--- src/rtl/crg_clk_seq.sv ---
// Gate-enable and clk1-source sequencer for the clock/reset generator.
// Waits for stable MMCM lock, ramps enables in staggered slots, and switches the muxed clock glitch-free.
module crg_clk_seq #(
  parameter int   N_CLK        = 4,
  parameter int   SEL_IDX      = 1,
  parameter logic SEL_INIT     = 1'b0,
  parameter int   LOCK_WAIT    = 64,
  parameter int   EN_GAP       = 8,
  parameter int   SW_GATE_WAIT = 16,
  parameter int   SW_SETTLE    = 16,
  parameter int   CNT_W        = 16
) (
  input  logic             clk_src,
  input  logic             rst_n_sys,
  input  logic             mmcm_locked,
  input  logic [N_CLK-1:0] clk_req,
  input  logic             sel_req,
  input  logic             lock_lost_clr,
  output logic [N_CLK-1:0] clk_en,
  output logic             clk1_sel,
  output logic             ready,
  output logic             sw_busy,
  output logic             lock_lost
);

  typedef enum logic [2:0] {
    S_WAIT_LOCK,
    S_FILTER,
    S_RAMP,
    S_RUN,
    S_SW_GATE,
    S_SW_SETTLE
  } state_e;

  localparam logic [CNT_W-1:0] LOCK_LAST   = CNT_W'(LOCK_WAIT - 1);
  localparam logic [CNT_W-1:0] RAMP_LAST   = CNT_W'(N_CLK * EN_GAP - 1);
  localparam logic [CNT_W-1:0] GATE_LAST   = CNT_W'(SW_GATE_WAIT - 1);
  localparam logic [CNT_W-1:0] SETTLE_LAST = CNT_W'(SW_SETTLE - 1);

  state_e             state_q, state_d;
  logic [CNT_W-1:0]   cnt_q, cnt_d;
  logic [N_CLK-1:0]   clk_en_q, clk_en_d;
  logic               clk1_sel_q, clk1_sel_d;
  logic               ready_q, ready_d;
  logic               sw_busy_q, sw_busy_d;
  logic               lock_lost_q, lock_lost_d;
  logic               lock_s1_q, lock_s_q;
  logic               lost_set;

  always_ff @(posedge clk_src or negedge rst_n_sys) begin
    if (!rst_n_sys) begin
      lock_s1_q   <= 1'b0;
      lock_s_q    <= 1'b0;
      state_q     <= S_WAIT_LOCK;
      cnt_q       <= '0;
      clk_en_q    <= '0;
      clk1_sel_q  <= SEL_INIT;
      ready_q     <= 1'b0;
      sw_busy_q   <= 1'b0;
      lock_lost_q <= 1'b0;
    end else begin
      lock_s1_q   <= mmcm_locked;
      lock_s_q    <= lock_s1_q;
      state_q     <= state_d;
      cnt_q       <= cnt_d;
      clk_en_q    <= clk_en_d;
      clk1_sel_q  <= clk1_sel_d;
      ready_q     <= ready_d;
      sw_busy_q   <= sw_busy_d;
      lock_lost_q <= lock_lost_d;
    end
  end

  always_comb begin
    state_d    = state_q;
    cnt_d      = cnt_q;
    clk_en_d   = clk_en_q;
    clk1_sel_d = clk1_sel_q;
    ready_d    = ready_q;
    sw_busy_d  = sw_busy_q;
    lost_set   = 1'b0;

    case (state_q)
      S_WAIT_LOCK: begin
        clk_en_d = '0;
        ready_d  = 1'b0;
        if (lock_s_q) begin
          state_d = S_FILTER;
          cnt_d   = '0;
        end
      end
      S_FILTER: begin
        if (!lock_s_q) begin
          state_d = S_WAIT_LOCK;
        end else if (cnt_q == LOCK_LAST) begin
          state_d    = S_RAMP;
          cnt_d      = '0;
          clk1_sel_d = sel_req;
        end else begin
          cnt_d = cnt_q + CNT_W'(1);
        end
      end
      S_RAMP: begin
        // Bits whose slot has come track their request; later slots stay off.
        for (int i = 0; i < N_CLK; i++) begin
          clk_en_d[i] = (cnt_q >= CNT_W'(i * EN_GAP)) ? clk_req[i] : 1'b0;
        end
        if (cnt_q == RAMP_LAST) begin
          state_d = S_RUN;
          ready_d = 1'b1;
          cnt_d   = '0;
        end else begin
          cnt_d = cnt_q + CNT_W'(1);
        end
      end
      S_RUN: begin
        clk_en_d = clk_req;
        if (sel_req != clk1_sel_q) begin
          state_d           = S_SW_GATE;
          cnt_d             = '0;
          clk_en_d[SEL_IDX] = 1'b0;
          sw_busy_d         = 1'b1;
        end
      end
      S_SW_GATE: begin
        clk_en_d          = clk_req;
        clk_en_d[SEL_IDX] = 1'b0;
        if (cnt_q == GATE_LAST) begin
          state_d    = S_SW_SETTLE;
          cnt_d      = '0;
          clk1_sel_d = sel_req;
        end else begin
          cnt_d = cnt_q + CNT_W'(1);
        end
      end
      S_SW_SETTLE: begin
        clk_en_d          = clk_req;
        clk_en_d[SEL_IDX] = 1'b0;
        if (cnt_q == SETTLE_LAST) begin
          state_d           = S_RUN;
          cnt_d             = '0;
          clk_en_d[SEL_IDX] = clk_req[SEL_IDX];
          sw_busy_d         = 1'b0;
        end else begin
          cnt_d = cnt_q + CNT_W'(1);
        end
      end
      default: state_d = S_WAIT_LOCK;
    endcase

    // Lock loss once ramp-up has begun overrides everything except the mux select.
    if (!lock_s_q && (state_q == S_RAMP || state_q == S_RUN ||
                      state_q == S_SW_GATE || state_q == S_SW_SETTLE)) begin
      state_d   = S_WAIT_LOCK;
      cnt_d     = '0;
      clk_en_d  = '0;
      ready_d   = 1'b0;
      sw_busy_d = 1'b0;
      lost_set  = 1'b1;
    end

    lock_lost_d = lost_set | (lock_lost_q & ~lock_lost_clr);
  end

  assign clk_en    = clk_en_q;
  assign clk1_sel  = clk1_sel_q;
  assign ready     = ready_q;
  assign sw_busy   = sw_busy_q;
  assign lock_lost = lock_lost_q;

endmodule

--- config.mk ---
export PLATFORM = sky130hd
export DESIGN_NAME = crg_clk_seq
export DESIGN_NICKNAME = d
export VERILOG_FILES = /design/src/rtl/crg_clk_seq.sv
export SDC_FILE = /design/constraint.sdc
export NUM_CORES = 1
export LEC_CHECK = 0
export ABC_CLOCK_PERIOD_IN_PS = 4200
export BUFFER_PORTS_ARGS = -buffer_cell sky130_fd_sc_hd__buf_2
export CORE_UTILIZATION = 40
export DETAILED_ROUTE_END_ITERATION = 10
export SETUP_SLACK_MARGIN = 0.15
export SLEW_MARGIN = 20
export SYNTH_ARGS = -nofsm -noshare
export SYNTH_HDL_FRONTEND = slang
export SYNTH_SLANG_ARGS = --single-unit
--- constraint.sdc ---
create_clock -name clk_src -period 4.2 [get_ports clk_src]
set_input_delay 0.21 -clock clk_src [delete_from_list [all_inputs] [get_ports clk_src]]
set_output_delay 0.21 -clock clk_src [all_outputs]
set_load 0.05 [all_outputs]
==> metrics.txt, run 1 <==
run status=completed; Hold EP=lock_s1_q; worst r2r src=state_q[1]; pwr/cell area=613 nW/um2; vias per cell=5.76; Rows=24; Synth top cells by count=dfrtp_1, nand2_1, nor2_1; WL met2=1.69 mm; CP Capture Type=register; nets=234; Gate Count Post-Synth=208; Final period util=73.9%; internal power=689 uW; layout cells sized above 1=16.2%; number of synthesized flops with an enable pin=0; drt drc=0; drt first-iter violations=102; TritonCTS clock tree=built; worst r2r path cells=7; max-cap violations=0; Synth async-reset ratio=100%; Starting Density=41.8%; Rel. slew slack=44.4%; PnR Total Power=1.24 mW; final hold vios=0; Net Sw Frac=44.3%; HPWL Detailed=2.73 mm; Period minus WS final=3.10 ns; hold_sp=mmcm_locked; Synth top area share=39.6%; cell area after synthesis=1830 um2; first-pass GRT wire length=6.78 mm; core area=4380 um2; Reg power frac=31.5%; sequential area share after synthesis=39.6%; metal3 WL=174 um; largest net degree at the start of global routing=30; syn_nets=221; leakage=0.878 nW; gr ovfl total=0; DRT Wirelength=3.89 mm; slowest CP cell=dfrtp_1; Max IR drop VDD=0.000245 V; Clock Sinks=29; Die Height=69.7 um; Register-to-Register Setup Slack=1.10 ns; Worst Max-Slew Pin Slew=0.826 ns; Area Overhead vs Synth=9.90%; RR Endpoint=cnt_q[12]; vias in the first global route=1447; synth top area cells=dfrtp_1, nand2_1, nand3_1; worst-path fanout max=26; cell with the most instances after synthesis=dfrtp_1; latest clock arrival within the worst-skew pair=0.29 ns; Yosys warnings=0; clock share of power=24.5%; fmax=0.322 GHz; Metal-1 WL=1.95 mm; H-tree depth=2; Avg WL per Cell=14.2 um; Ports=17; TNS Setup=0 ns; flops & latches, synth=29; leading area contributor after synthesis=dfrtp_1; setup bufs post-CTS=0; Worst setup SP type=register; Slew Limit Fails=0; number of CTS-inserted buffers=5; top layer in use=met4; Filler cells=449; die area=4860 um2; number of antenna repair diodes=0; Worst-path clk slew=0.06 ns; Logic pwr share=44.0%; HP Class=input pin to register; Avg Inst Size Synth=8.81 um2; global-route usage over all layers=17.7%; Die X=69.7 um; clock tree buffer depth=2; vias=1577; Hold Path Depth=1; kind of critical path=register to register; antenna violations before repair=0; Yosys cell types=50; DR pass1 iterations=4; worst-path cell chain=inv_1 -> ha_1 -> or2_2 -> nand4_1 -> nand2_1 -> or2_1 -> o311ai_1; Root Buffer=clkbuf_8; I/O Buffers=16; crit-path max cell delay=0.69 ns; clock skew=0.00790 ns; switching power=547 uW; DRT antenna net count=0; final setup violating endpoints=0; gpl congestion=0.846; RSZ-0062 raised after global routing=no; Top FF cell, synth=dfrtp_1; WP data arrival=3.28 ns; CP Data Required Time=4.38 ns
flip-flops by register name, indices dropped and copies added (netlist names):
signal	count
ready	1
cnt_q	16
clk1_sel	1
clk_en	4
sw_busy	1
lock_s1_q	1
lock_lost	1
state_q	3
lock_s_q	1
how the worst max path moves through the flow:
stage	cells past startpoint	slack (ns)	start	to
after global placement	7	1.21	state_q[1]	cnt_q[12]
after global routing	7	0.78	state_q[1]	cnt_q[12]
after floorplan	10	1.76	state_q[1]	cnt_q[12]
after CTS	7	1.08	state_q[1]	cnt_q[12]
final	7	1.10	state_q[1]	cnt_q[12]
after detailed placement	7	1.08	state_q[1]	cnt_q[12]
power by group through the flow:
stage               sequential, mW  combinational (mW)  clock (mW)
finish                       0.389               0.544       0.303
global route                 0.397               0.617       0.325
CTS                          0.388               0.547       0.311
detailed placement           0.393               0.546           0
global placement             0.391               0.551           0
floorplan                    0.421               0.420           0
stage by stage:
stage	cell area, um2	instances	hold slack, ns	util [%]	setup slack [ns]
floorplan	1830	208	-0.0856	-	1.76
global placement	1890	265	0.282	43.1	1.21
detailed placement	1890	265	0.283	43.1	1.08
CTS	2010	274	0.0171	45.9	1.08
global route	2010	274	0.0186	45.9	0.780
finish	2010	274	0.0268	45.9	1.10
worst max-delay path: cells and delay by family (launching register included):
family | cells | cell delay, ns
AOI/OAI and AO/OA | 1 | 0.33
adders and majority gates | 1 | 0.40
buffers and inverters | 1 | 0.18
DFF | 1 | 0.69
and+or+nand+nor | 4 | 1.39
per-layer routing:
layer / track usage (%) / vias to the layer above
met5: 0 / -
met4: 8.44 / 0
met3: 4.80 / 7
met2: 26.5 / 34
met1: 23.8 / 735
li1: - / 801
placed cells by master (no fill, tap or decap), drive strengths merged, types with 2 or more instances in the layout:
| cell | count |
|---|---|
| and3 | 2 |
| o21bai | 2 |
| nor3 | 8 |
| nor2 | 17 |
| nor4b | 2 |
| inv | 9 |
| and2b | 2 |
| xnor2 | 2 |
| o21ai | 16 |
| clkbuf | 7 |
| nand3 | 15 |
| a21oi | 11 |
| buf | 16 |
| nor4 | 6 |
| nand4 | 4 |
| dfrtp | 29 |
| mux2i | 2 |
| a22o | 2 |
| and4 | 2 |
| ha | 4 |
| nor2b | 2 |
| a31oi | 3 |
| nand2 | 25 |
| o31ai | 5 |
| a32o | 4 |
| or4 | 6 |
| or2 | 2 |
timing repair:
action | in CTS | in global routing
resized for setup | 0 | 0
endpoints found under the hold margin | 29 | 0
hold buffers | 1 | 0
cells by family after synthesis:
logic type	after synthesis	synth area share, %
xor+xnor	2	0.956
mux	3	1.71
fa+ha+maj	4	2.73
flops	29	39.6
buf+inv	20	6.76
compound gates	55	20.5
simple gates	95	27.7
final cells by class:
class | instances | area (um2) | area share, %
inverters | 9 | 33.8 | 1.68
flip-flops and latches | 29 | 726 | 36.0
well taps | 52 | 65.1 | 3.23
repair buffers | 17 | 90.1 | 4.47
clock buffers | 7 | 86.3 | 4.29
clock inverters | 1 | 30.0 | 1.49
multi-input cells | 159 | 983 | 48.8
No activity file was read; power rests on OpenSTA's default activity.
==> run 2, diff against run 1 <==
--- a/config.mk
+++ b/config.mk
@@ -5,7 +5,8 @@
 export SDC_FILE = /design/constraint.sdc
 export NUM_CORES = 1
 export LEC_CHECK = 0
-export ABC_CLOCK_PERIOD_IN_PS = 4200
+export ABC_AREA = 1
+export ABC_CLOCK_PERIOD_IN_PS = 2900
 export BUFFER_PORTS_ARGS = -buffer_cell sky130_fd_sc_hd__buf_2
 export CORE_UTILIZATION = 40
 export DETAILED_ROUTE_END_ITERATION = 10
==> constraint.sdc (replaced) <==
create_clock -name clk_src -period 2.9 [get_ports clk_src]
set_input_delay 0.145 -clock clk_src [delete_from_list [all_inputs] [get_ports clk_src]]
set_output_delay 0.145 -clock clk_src [all_outputs]
set_load 0.05 [all_outputs]
==> metrics.txt, run 2 <==
core area=5170 um2 (+18%); worst r2r path cells=11 (+4); Clock Sinks=29 (unchanged); Worst path depth=11 (+4); GR Util met3=3.86% (-0.94 points); met1 GRT Util=24.6% (+0.82 points); WP data arrival=2.67 ns (-0.61 ns); Yosys warnings=0 (unchanged); latest clock arrival within the worst-skew pair=0.29 ns (about the same); max-cap violations=0 (unchanged); antenna violations before repair=0 (unchanged); slowest CP cell=dfrtp_1; DRT antenna net count=0 (unchanged); Slew Limit Fails=0 (unchanged); worst-path cell chain=inv_2 -> ha_1 -> nor2_2 -> inv_1 -> nand3_2 -> nand2_2 -> nor2_8 -> nand2_1 -> nand2_1 -> inv_1 -> a21oi_2; Worst setup SP type=register; Rel. slew slack=53.5% (+9.1 points); sequential area share after synthesis=33.2% (-6.4 points); global-route usage over all layers=19.8% (+2.0 points); Hold EP=lock_lost; Rows=26 (+8.3%); synth top area cells=dfrtp_1, nand2_1, nand3_1; RSZ-0062 raised after global routing=no; Ports=17 (unchanged); first-pass GRT wire length=8.98 mm (+32%); Gate Count Post-Synth=319 (+53%); largest net degree at the start of global routing=30 (unchanged); kind of cell adding the most delay to the critical path=simple AND/OR/NAND/NOR gates; Largest register FFs=16 (unchanged); vias in the first global route=1902 (+31%); most frequent cells in the layout=nand2_1, inv_1, nor2_1, nand3_1, dfrtp_1; pwr/cell area=758 nW/um2 (+24%); Worst-path clk slew=0.07 ns (about the same); GR peak layer=met2; Area Overhead vs Synth=10.4%; H-tree depth=2 (unchanged); worst r2r src=state_q[1]; gr ovfl total=0 (unchanged); syn_nets=332 (+50%); flops & latches, synth=29 (unchanged); Die Height=75.9 um (+9.0%); Worst Max-Slew Pin Slew=0.698 ns (-0.128 ns); Synth top area share=33.2% (-6.4 points); cell with the most instances after synthesis=nand2_1; Synth top cells by count=nand2_1, inv_1, nand3_1, nor2_1, dfrtp_1; DRT Wirelength=5.25 mm (+35%); Die X=75.9 um (+9.0%); Register-to-Register Setup Slack=0.44 ns (-0.66 ns); number of CTS-inserted buffers=5 (unchanged); final setup violating endpoints=0 (unchanged); layout cells sized above 1=17.6% (+1.4 points); final hold vios=0 (unchanged); leakage=1.28 nW (+46%); crit path buf inv count=3 (+2); Root Buffer=clkbuf_8; number of synthesized flops with an enable pin=0 (unchanged); DR pass1 iterations=4 (unchanged); Avg Inst Size Synth=6.86 um2 (-22%); die area=5770 um2 (+19%); clock skew=0.00536 ns (-0.00254 ns); drt drc=0 (unchanged); RR Endpoint=cnt_q[9]; Max IR drop VDD=0.000401 V (+63%); Synth async-reset ratio=100% (unchanged); CP Data Required Time=3.12 ns (-1.26 ns); worst-path fanout max=17 (-35%); drt first-iter violations=144 (+41%); CP Capture Type=register; TritonCTS clock tree=built; Period minus WS final=2.46 ns (-0.645 ns); most common cell after layout, fill and taps aside=nand2_1; HPWL Detailed=3.90 mm (+43%); fmax=0.407 GHz (+26%); crit-path max cell delay=0.49 ns (-0.20 ns); gpl congestion=0.910 (+7.6%); Largest Register=cnt_q; Placed Cells incl. Taps=401 (+51%); cell area after synthesis=2190 um2 (+19%); Final period util=84.8% (+11 points); Yosys cell types=31 (-38%); number of antenna repair diodes=0 (unchanged); leading area contributor after synthesis=dfrtp_1; post-CTS sizing=0 (unchanged); I/O Buffers=16 (unchanged); kind of critical path=register to register; clock tree buffer depth=2 (unchanged); Avg WL per Cell=12.8 um (-10%); Hold Path Depth=2 (+1); TNS Setup=0 ns (unchanged); nets=353 (+51%); HP Class=input pin to register; GR met2 Demand/Resource=32.7% (+6.2 points); hold_sp=lock_lost_clr; Top FF cell, synth=dfrtp_1; run status=completed; vias per cell=4.88 (-15%); vias=2005 (+27%); Non-Filler Instances=411 (+50%); Starting Density=42.3% (+0.47 points)
[run 2: cell types whose count changed after synthesis, sizes merged, moves of 8 or more]
cell	previous run	this run
o21ai	16	8
nor2	17	42
inv	9	44
nand3	15	40
clkbuf	9	0
nand2	25	116
[run 2: worst max path at each step]
stage               start    endpoint  slack [ns]
2_1_floorplan  state_q[1]  state_q[2]        1.01
3_3_place_gp   state_q[1]   cnt_q[11]        0.58
3_5_place_dp   state_q[1]    cnt_q[9]        0.44
4_1_cts        state_q[1]    cnt_q[9]        0.41
5_1_grt        state_q[1]    cnt_q[9]        0.21
6_report       state_q[1]    cnt_q[9]        0.44
[run 2: kinds of logic after synthesis]
| logic type | count (synthesis) | synth area share [%] |
|---|---|---|
| buf+inv | 48 | 9.55 |
| flops | 29 | 33.2 |
| fa+ha+maj | 4 | 2.29 |
| compound gates | 25 | 7.44 |
| xor+xnor | 3 | 1.20 |
| simple gates | 210 | 46.3 |
[run 2: timing repair]
| item | CTS | global route |
|---|---|---|
| hold endpoints to repair | 30 | 0 |
| setup buffers | 0 | 0 |
| hold buffers | 2 | 0 |
[run 2: cell type report]
type	count	area, um2
clock buffer	6	72.6
timing repair buffer	18	100
fill	533	2760
tap	70	87.6
multi-input combinational	242	1250
clock inverter	2	10.0
sequential	29	726
inverter	44	165
[run 2: worst reg2reg max path, delay by kind of cell, from the launching register on]
family | cells | cell delay, ns
adder cells (fa/ha/maj) | 1 | 0.35
buffers and inverters | 3 | 0.44
AND/OR/NAND/NOR | 6 | 1.02
AO/OA/AOI/OAI | 1 | 0.09
flip-flops | 1 | 0.49
[run 2: where the power goes]
| group | leakage [nW] | switching [mW] | internal, mW |
|---|---|---|---|
| sequential | 0.393 | 0.0579 | 0.460 |
| combinational | 0.841 | 0.721 | 0.258 |
| clock | 0.0450 | 0.167 | 0.166 |
| total | 1.28 | 0.946 | 0.884 |
[run 2: routing by layer]
layer  up-vias  part of all wire, %
li1       1046                    -
met1       909                   45
met2        40                   50
met3        10                  3.4
met4         0                  2.2
met5         -                    0
[run 2: through the flow]
step	cell area [um2]	util, %	worst slack (ns)	power [mW]	hold slack, ns
3_5_place_dp	2310	44.7	0.445	1.51	0.229
6_report	2410	46.7	0.442	1.83	0.0443
2_1_floorplan	2190	-	1.01	1.35	-0.151
5_1_grt	2410	46.7	0.211	1.99	0.0499
3_3_place_gp	2310	44.7	0.575	1.50	0.227
4_1_cts	2410	46.7	0.414	1.84	0.0486
